<file path="src/rtl/rr_grant_arbiter_pkg.sv">
// Shared types, constants and width macros for the round-robin grant arbiter.
`ifndef ARB_MAX
`define ARB_MAX(a, b) (((a) > (b)) ? (a) : (b))
`endif
`ifndef ARB_MIN
`define ARB_MIN(a, b) (((a) < (b)) ? (a) : (b))
`endif

package arb_pkg;

  typedef enum logic {
    ARB_IDLE,
    ARB_OWNED
  } arb_state_t;

  localparam int ARB_HOLD_WIDTH = 16;

endpackage

</file>
<file path="src/rtl/rr_grant_arbiter_if.sv">
// Request/grant bundle between the requesters (master) and the arbiter (slave).
interface rr_grant_arbiter_if #(
  parameter int REQUESTERS = 4
);

  localparam int IDX_W = $clog2(`ARB_MAX(REQUESTERS, 2));

  logic [REQUESTERS-1:0] req_i;
  logic                  release_i;
  logic [REQUESTERS-1:0] grant_o;
  logic [IDX_W-1:0]      grant_index_o;
  logic                  busy_o;
  logic                  timeout_o;

  modport master (
    output req_i,
    output release_i,
    input  grant_o,
    input  grant_index_o,
    input  busy_o,
    input  timeout_o
  );

  modport slave (
    input  req_i,
    input  release_i,
    output grant_o,
    output grant_index_o,
    output busy_o,
    output timeout_o
  );

endinterface

</file>
<file path="src/rtl/rr_grant_arbiter_enc.sv">
// One-hot to binary encoder; a zero input encodes to index 0.
module rr_grant_arbiter_enc #(
  parameter int INPUT_WIDTH = 4
) (
  input  logic [INPUT_WIDTH-1:0]                        onehot_i,
  output logic [$clog2(`ARB_MAX(INPUT_WIDTH, 2))-1:0]   index_o
);

  localparam int OUTPUT_WIDTH = $clog2(`ARB_MAX(INPUT_WIDTH, 2));

  // OR of the indices of all set bits, exact for a one-hot input.
  always_comb begin
    index_o = '0;
    for (int i = 0; i < INPUT_WIDTH; i++) begin
      if (onehot_i[i]) begin
        index_o = index_o | OUTPUT_WIDTH'(i);
      end
    end
  end

endmodule

</file>
<file path="src/rtl/rr_grant_arbiter.sv">
// Round-robin arbiter with a registered one-hot grant held until release or hold timeout.
module rr_grant_arbiter
  import arb_pkg::*;
#(
  parameter int REQUESTERS = 4,
  parameter int MAX_HOLD   = 0
) (
  input logic               clk_i,
  input logic               rst_i,
  rr_grant_arbiter_if.slave bus
);

  localparam int IDX_W  = $clog2(`ARB_MAX(REQUESTERS, 2));
  localparam int HOLD_W = ARB_HOLD_WIDTH;
  localparam logic [HOLD_W-1:0] HOLD_LAST =
    (MAX_HOLD == 0) ? '0 : HOLD_W'(MAX_HOLD - 1);

  arb_state_t              state_q, state_d;
  logic [REQUESTERS-1:0]   grant_q, grant_d;
  logic [IDX_W-1:0]        ptr_q, ptr_d;
  logic [HOLD_W-1:0]       holdCnt_q, holdCnt_d;
  logic                    timeout_q, timeout_d;
  logic                    busy_q, busy_d;

  logic [IDX_W-1:0]        ownerIdx;
  logic [IDX_W-1:0]        ownerNext;
  logic [IDX_W-1:0]        arbPtr;
  logic                    timeoutHit;
  logic                    endOwn;
  logic [2*REQUESTERS-1:0] reqDouble;
  logic [REQUESTERS-1:0]   winGrant;
  logic                    found;

  rr_grant_arbiter_enc #(
    .INPUT_WIDTH(REQUESTERS)
  ) u_enc (
    .onehot_i (grant_q),
    .index_o  (ownerIdx)
  );

  assign ownerNext  = (int'(ownerIdx) == REQUESTERS - 1) ? '0 : ownerIdx + IDX_W'(1);
  assign timeoutHit = (MAX_HOLD != 0) && (holdCnt_q == HOLD_LAST);
  assign endOwn     = (state_q == ARB_OWNED) && (bus.release_i || timeoutHit);

  // While owned, the next arbitration already uses the rotated pointer so
  // a back-to-back grant lands on the same edge as the release.
  assign arbPtr = (state_q == ARB_OWNED) ? ownerNext : ptr_q;

  always_comb begin
    reqDouble = {bus.req_i, bus.req_i};
    winGrant  = '0;
    found     = 1'b0;
    for (int i = 0; i < 2 * REQUESTERS; i++) begin
      if (!found && reqDouble[i] && (i >= int'(arbPtr))) begin
        found    = 1'b1;
        winGrant = REQUESTERS'(1) << ((i >= REQUESTERS) ? (i - REQUESTERS) : i);
      end
    end
  end

  always_comb begin
    state_d   = state_q;
    grant_d   = grant_q;
    ptr_d     = ptr_q;
    holdCnt_d = holdCnt_q;
    timeout_d = 1'b0;
    case (state_q)
      ARB_IDLE: begin
        if (|bus.req_i) begin
          state_d   = ARB_OWNED;
          grant_d   = winGrant;
          holdCnt_d = '0;
        end
      end
      ARB_OWNED: begin
        if (endOwn) begin
          ptr_d     = ownerNext;
          timeout_d = !bus.release_i;
          holdCnt_d = '0;
          if (|bus.req_i) begin
            grant_d = winGrant;
          end else begin
            grant_d = '0;
            state_d = ARB_IDLE;
          end
        end else if (holdCnt_q != '1) begin
          holdCnt_d = holdCnt_q + HOLD_W'(1);
        end
      end
      default: begin
        state_d = ARB_IDLE;
        grant_d = '0;
      end
    endcase
    busy_d = (state_d == ARB_OWNED);
  end

  always_ff @(posedge clk_i or posedge rst_i) begin
    if (rst_i) begin
      state_q   <= ARB_IDLE;
      grant_q   <= '0;
      ptr_q     <= '0;
      holdCnt_q <= '0;
      timeout_q <= 1'b0;
      busy_q    <= 1'b0;
    end else begin
      state_q   <= state_d;
      grant_q   <= grant_d;
      ptr_q     <= ptr_d;
      holdCnt_q <= holdCnt_d;
      timeout_q <= timeout_d;
      busy_q    <= busy_d;
    end
  end

  assign bus.grant_o       = grant_q;
  assign bus.grant_index_o = ownerIdx;
  assign bus.busy_o        = busy_q;
  assign bus.timeout_o     = timeout_q;

endmodule
</file>
<file path="src/flat_wrapper.sv">
// flat-port wrapper written by rule: the top's interface ports become plain ports
module rr_grant_arbiter_flat import arb_pkg::*;
#(
  parameter int REQUESTERS = 4,
  parameter int MAX_HOLD   = 0
)
  (clk_i, rst_i, bus_req_i, bus_release_i, bus_grant_o, bus_grant_index_o, bus_busy_o, bus_timeout_o);
  rr_grant_arbiter_if #(.REQUESTERS(REQUESTERS)) bus_i ();
  input logic clk_i;
  input logic rst_i;
  input wire logic [$bits(bus_i.req_i)-1:0] bus_req_i;
  input wire logic [$bits(bus_i.release_i)-1:0] bus_release_i;
  output wire logic [$bits(bus_i.grant_o)-1:0] bus_grant_o;
  output wire logic [$bits(bus_i.grant_index_o)-1:0] bus_grant_index_o;
  output wire logic [$bits(bus_i.busy_o)-1:0] bus_busy_o;
  output wire logic [$bits(bus_i.timeout_o)-1:0] bus_timeout_o;
  assign bus_i.req_i = bus_req_i;
  assign bus_i.release_i = bus_release_i;
  assign bus_grant_o = bus_i.grant_o;
  assign bus_grant_index_o = bus_i.grant_index_o;
  assign bus_busy_o = bus_i.busy_o;
  assign bus_timeout_o = bus_i.timeout_o;
  rr_grant_arbiter #(.REQUESTERS(REQUESTERS), .MAX_HOLD(MAX_HOLD)) u_core (.clk_i(clk_i), .rst_i(rst_i), .bus(bus_i));
endmodule
</file>
<file path="config.mk">
export PLATFORM = sky130hd
export DESIGN_NAME = rr_grant_arbiter_flat
export DESIGN_NICKNAME = d
export VERILOG_FILES = /design/src/rtl/rr_grant_arbiter_pkg.sv /design/src/rtl/rr_grant_arbiter_if.sv /design/src/rtl/rr_grant_arbiter_enc.sv /design/src/rtl/rr_grant_arbiter.sv /design/src/flat_wrapper.sv
export SDC_FILE = /design/constraint.sdc
export NUM_CORES = 1
export LEC_CHECK = 0
export BUFFER_PORTS_ARGS = -buffer_cell sky130_fd_sc_hd__buf_2
export CAP_MARGIN = 5
export CORE_AREA = 4 4 41 43
export DETAILED_ROUTE_END_ITERATION = 7
export DIE_AREA = 0 0 45 47
export SLEW_MARGIN = 20
export SYNTH_ARGS = -nofsm -noshare
export SYNTH_HDL_FRONTEND = slang
export SYNTH_SLANG_ARGS = --single-unit
</file>
<file path="constraint.sdc">
create_clock -name clk_i -period 2.45 [get_ports clk_i]
set_input_delay 0.49 -clock clk_i [delete_from_list [all_inputs] [get_ports clk_i]]
set_output_delay 0.49 -clock clk_i [all_outputs]
set_load 0.05 [all_outputs]
</file>
==> run metrics, run 1 <==
status finished clean; synth cell count leaders nand2_1 (11), dfrtp_1 (8), inv_1 (6); Vias per Instance 5.49; Static Leak 0.327 nW; htree depth 1; final RePlAce weighted congestion 0.867; fmax 590 MHz; largest net degree at the start of global routing 13; Avg Cell Area, Syn 8.38 µm²; drt first pass iters 4; latest clock arrival within the worst-skew pair 0.25 ns; Critical Path Fanout Max 7; Mapped Nets 70; Die Ht 47 µm; 1st-iter DRT viols 13; initial cell density of the core 40.6%; hold crit path type input pin to async pin; port bufs 14; multi-input logic area 295 µm²; final setup vio count 0; routed wire length 1280 µm; grt total ovfl 0; Fin Hold WS 0.168 ns; worst path bufs/invs 2; flops & latches, synth 8; maximum vdd drop 0.563 mV; most frequent cell after synthesis nand2_1; ANT cells 0; Post-Syn Instances 63; RSZ-0062 raised after global routing false; clock buffer depth 2; drt wl/cell 13.8 µm; Resized Gates After CTS 0; die area 2120 µm²; number of enable flip-flop cells after synthesis 0; Final ANT Viol Nets 0; Fill cells 142; clk_skew 0.00592 ns; number of buffers created by CTS 3; Fin. Hold Viols 0; crit path cell chain nor2_1, inv_1, buf_2; Final #Nets 87; Max Slew Vio Count 0; Sink Count 8; total chip power 0.468 mW; Most used DFF post-synth dfrtp_1; Clk pin slew, worst setup/hold paths 0.05 ns; power density cells 743 nW/µm²; Synth top area share 37.9%; core area 1300 µm²; Final min period 1.70 ns; critical path class flip-flop to output pin; Storage cell area 200 µm²; via count 511; number of global-route vias before repair 460; crit-path max cell delay 0.46 ns; Worst EP arrival 1.21 ns; crit start category flip-flop; cell family with most CP delay flip-flops; share of cells above drive strength 1 29.5%; fin crit share 69.2%; clock root buffer clkbuf_4; CP required 1.96 ns; endpoint type of the worst setup path output pin; hold-fix buffers at CTS 0; asr flop ratio synth 100%; Ports 15; Core Rows 13; wire length of the first global-routing pass 2200 µm; Synth area leader dfrtp_1; Synth Cell Area 528 µm²; max-cap viol count 0; drt drc 0; Synth cell types 30; CTS tree built; register area share after synthesis 37.9%; initial antenna violation count 0; Die W 45 µm; Worst path slowest cell dfrtp_1; aggregate global-route resource usage 14.3%; Post-DP HPWL 995 µm; area delta synth->final 19.2%; setup_tns 0 ns; synth top area cells dfrtp_1 (38%), nand2_1 (7.8%), inv_1 (4.3%); Post-CTS Setup Repair Bufs 0; Yosys Warn Count 0
power breakdown:
part	total [mW]	leakage, nW	internal (mW)	switching (mW)
Clock	0.0950	0.0138	0.0557	0.0393
Combinational	0.196	0.216	0.0627	0.133
Sequential	0.177	0.0974	0.152	0.0253
Total	0.468	0.327	0.270	0.198
state kept, by name, indices dropped and copies added (netlist names):
signal                flops
u_core.state_q            1
u_core.ptr_q              2
u_core.bus.timeout_o      1
u_core.bus.grant_o        4
cell type report:
class,instances,area share (%)
sequential,8,31.8
inverter,6,3.58
timing repair buffer,14,11.1
clock buffer,3,3.58
multi-input combinational,47,46.9
tap,15,2.98
metal layers:
metal / vias to the layer above / GRT usage (%) / routed length (µm)
li1: 256 / - / -
met1: 235 / 21.2 / 568
met2: 20 / 20.6 / 618
met3: 0 / 4.60 / 96
met4: 0 / 1.75 / 0
met5: - / 0 / 0
placed cells by master, fill, tap and decap left out, types with 2 or more instances in the layout:
cell	count
inv_1	6
clkbuf_4	3
o21ai_1	4
nor2_1	3
dfrtp_1	8
nand2_1	11
nand2b_1	3
nand3_1	3
buf_2	14
a2bb2oi_1	2
metrics by stage:
step	setup WS [ns]	util [%]	cell area [µm²]	cells
after floorplan	0.718	-	528	63
after global placement	0.845	46.6	607	90
after detailed placement	0.827	46.6	607	90
after CTS	0.747	48.4	629	93
after global routing	0.633	48.4	629	93
final	0.754	48.4	629	93
worst paths after layout:
check	startpoint	to	slack, ns	depth (start not counted)
min reg2reg	u_core.bus.grant_o[0]	u_core.bus.grant_o[0]	0.51	2
max	u_core.bus.grant_o[1]	bus_grant_index_o[0]	0.75	3
max reg2reg	u_core.state_q	u_core.bus.grant_o[3]	0.93	4
max in group asynchronous	rst_i	u_core.state_q	2.05	2
min in group clk_i	u_core.bus.grant_o[0]	u_core.bus.grant_o[0]	0.51	2
min	rst_i	u_core.bus.timeout_o	0.17	2
kinds of logic after synthesis:
group                  Yosys count  synth area share, %
AND/OR/NAND/NOR                 26                 24.9
AO/OA/AOI/OAI                   19                 28.7
flip-flops                       8                 37.9
buffers and inverters            8                 6.16
XOR/XNOR                         1                 1.66
other                            1                0.710
worst register-to-register path, cell delays in order, from the launching register on:
cell and delay (ns):
dfrtp_1 0.55, or3b_1 0.43, and3_2 0.22, o21ai_1 0.13, a22o_1 0.14
Note: power is estimated with default switching activity, not from simulation.
==> inputs of run 2 (changes only) <==
- clock period: 2.45 -> 1.6 ns (I/O delays scaled with it)
==> run 2 against run 1 <==
Against the previous run:
- the flow now finishes with violations (hold timing)
- combinational power rose by 54%
- non-clock buffer count unchanged
- utilization increased by 0.38 points
- critical path type unchanged
- critical endpoint unchanged
- largest power group unchanged
==> run metrics, run 2 (same netlist as run 1, synthesis figures left out) <==
status finished with violations; failing checks hold timing; r2r startpoint u_core.state_q; RSZ-0062 raised after global routing false; aggregate global-route resource usage 13.5% (-0.79 points); CP required 1.28 ns (-0.68 ns); port bufs 14 (unchanged); Switch Pwr 0.312 mW (+58%); core area 1300 µm² (unchanged); hold-fix buffers at CTS 0 (unchanged); clock root buffer clkbuf_4; final RePlAce weighted congestion 0.848 (-2.2%); Max Slew Vio Count 0 (unchanged); Worst EP arrival 1.19 ns (-0.02 ns); most frequent cells in the layout buf_2 (14), nand2_1 (11), inv_1 (6), dfrtp_1 (6), o21ai_1 (4); initial cell density of the core 40.6% (unchanged); Final #Nets 87 (unchanged); post-route setup slack 0.0873 ns (-0.667 ns); fin crit share 94.5%; area delta synth->final 20.1%; Post-DP HPWL 993 µm (-0.15%); setup_tns 0 ns (unchanged); Vias per Instance 5.74 (+4.5%); sequential share of power 36.9% (-0.9 points); 1st-iter DRT viols 20 (+7); initial antenna violation count 0 (unchanged); reg2reg setup slack 0.18 ns (-0.75 ns); Final min period 1.51 ns; largest net degree at the start of global routing 13 (unchanged); htree depth 1 (unchanged); Static Leak 0.326 nW (-0.32%); share of cells above drive strength 1 33.3% (+3.8 points); Fin Hold WS -0.00236 ns (-0.171 ns); Fill cells 137 (-3.5%); max reg flops 4 (unchanged); wire length of the first global-routing pass 2060 µm (-6.6%); critical path class flip-flop to output pin; drt wl/cell 13.7 µm (-0.86%); Core Rows 13 (unchanged); ANT cells 0 (unchanged); Critical Path Fanout Max 7 (unchanged); final setup vio count 0 (unchanged); via count 534 (+4.5%); Resized Gates After CTS 0 (unchanged); Fin. Hold Viols 5 (+5); FF-to-FF path depth 4 (unchanged); die area 2120 µm² (unchanged); Post-CTS Setup Repair Bufs 0 (unchanged); Clk pin slew, worst setup/hold paths 0.06 ns (about the same); number of global-route vias before repair 460 (unchanged); drt drc 0 (unchanged); post-placement cell area 612 µm² (+0.82%); Sink Count 8 (unchanged); Combinational Power Share 41.3% (-0.6 points); fin area 634 µm² (+0.80%); reg2reg end u_core.bus.grant_o[3]; max-cap viol count 0 (unchanged); commonest non-fill, non-tap cell in the layout buf_2; Final ANT Viol Nets 0 (unchanged); Clk pwr share 21.8% (+1.5 points); Final Util 48.8% (+0.38 points); grt total ovfl 0 (unchanged); number of buffers created by CTS 3 (unchanged); P_int 0.419 mW (+55%); Die W 45 µm (unchanged); Die Ht 47 µm (unchanged); power density cells 1150 nW/µm² (+55%); Sw Share 42.7% (+0.40 points); Ports 15 (unchanged); crit start category flip-flop; hold crit path type input pin to async pin; maximum vdd drop 0.606 mV (+7.6%); CTS tree built; clock buffer depth 2 (unchanged); fmax 661 MHz; routed wire length 1270 µm (-0.86%); Placement Setup Slack 0.151 ns (-0.676 ns); latest clock arrival within the worst-skew pair 0.25 ns (about the same); clk_skew 0.00192 ns (-0.00401 ns); endpoint type of the worst setup path output pin; drt first pass iters 4 (unchanged)
run 2: cell counts in the layout (fill, tap and decap cells not counted):
No cell type changed its count.
run 2: through the flow:
step / hold WS [ns] / power, mW / cells
after global routing: 0.0319 / 0.772 / 93
after detailed placement: 0.282 / 0.575 / 90
after floorplan: 0.136 / 0.502 / 63
final: -0.00236 / 0.731 / 93
after global placement: 0.284 / 0.574 / 90
after CTS: 0.0113 / 0.735 / 93
run 2: layer usage:
metal  vias up  global-route usage, %  share of wire [%]
li1        254                      -                  -
met1       248                   18.9                 46
met2        28                   19.8                 45
met3         4                   4.60                8.6
met4         0                   3.51               0.94
met5         -                      0                  0
run 2: power by group through the flow:
stage | clock network (mW) | logic, mW | registers, mW
floorplan | 0 | 0.176 | 0.325
global placement | 0 | 0.301 | 0.273
detailed placement | 0 | 0.302 | 0.274
CTS | 0.161 | 0.304 | 0.270
global route | 0.172 | 0.324 | 0.276
finish | 0.159 | 0.302 | 0.270
run 2: cell type report:
type / count / area (µm²) / area share [%]
Timing Repair Buffer: 14 / 70.1 / 11.0
Multi-Input combinational cell: 47 / 298 / 46.9
Inverter: 6 / 22.5 / 3.55
Clock buffer: 3 / 22.5 / 3.55
Tap cell: 15 / 18.8 / 2.96
Sequential cell: 8 / 203 / 32.0
run 2: critical path: stages (launching register included):
cell,delay (ns)
dfrtp_2,0.45
nor2_1,0.20
inv_1,0.07
buf_2,0.21
run 2: worst max-delay path by stage:
stage                     startpoint                    end
6_report       u_core.bus.grant_o[1]   bus_grant_index_o[0]
5_1_grt        u_core.bus.grant_o[3]   bus_grant_index_o[0]
4_1_cts        u_core.bus.grant_o[1]   bus_grant_index_o[0]
3_5_place_dp            bus_req_i[0]  u_core.bus.grant_o[2]
3_3_place_gp            bus_req_i[0]  u_core.bus.grant_o[2]
2_1_floorplan  u_core.bus.grant_o[3]  u_core.bus.grant_o[3]
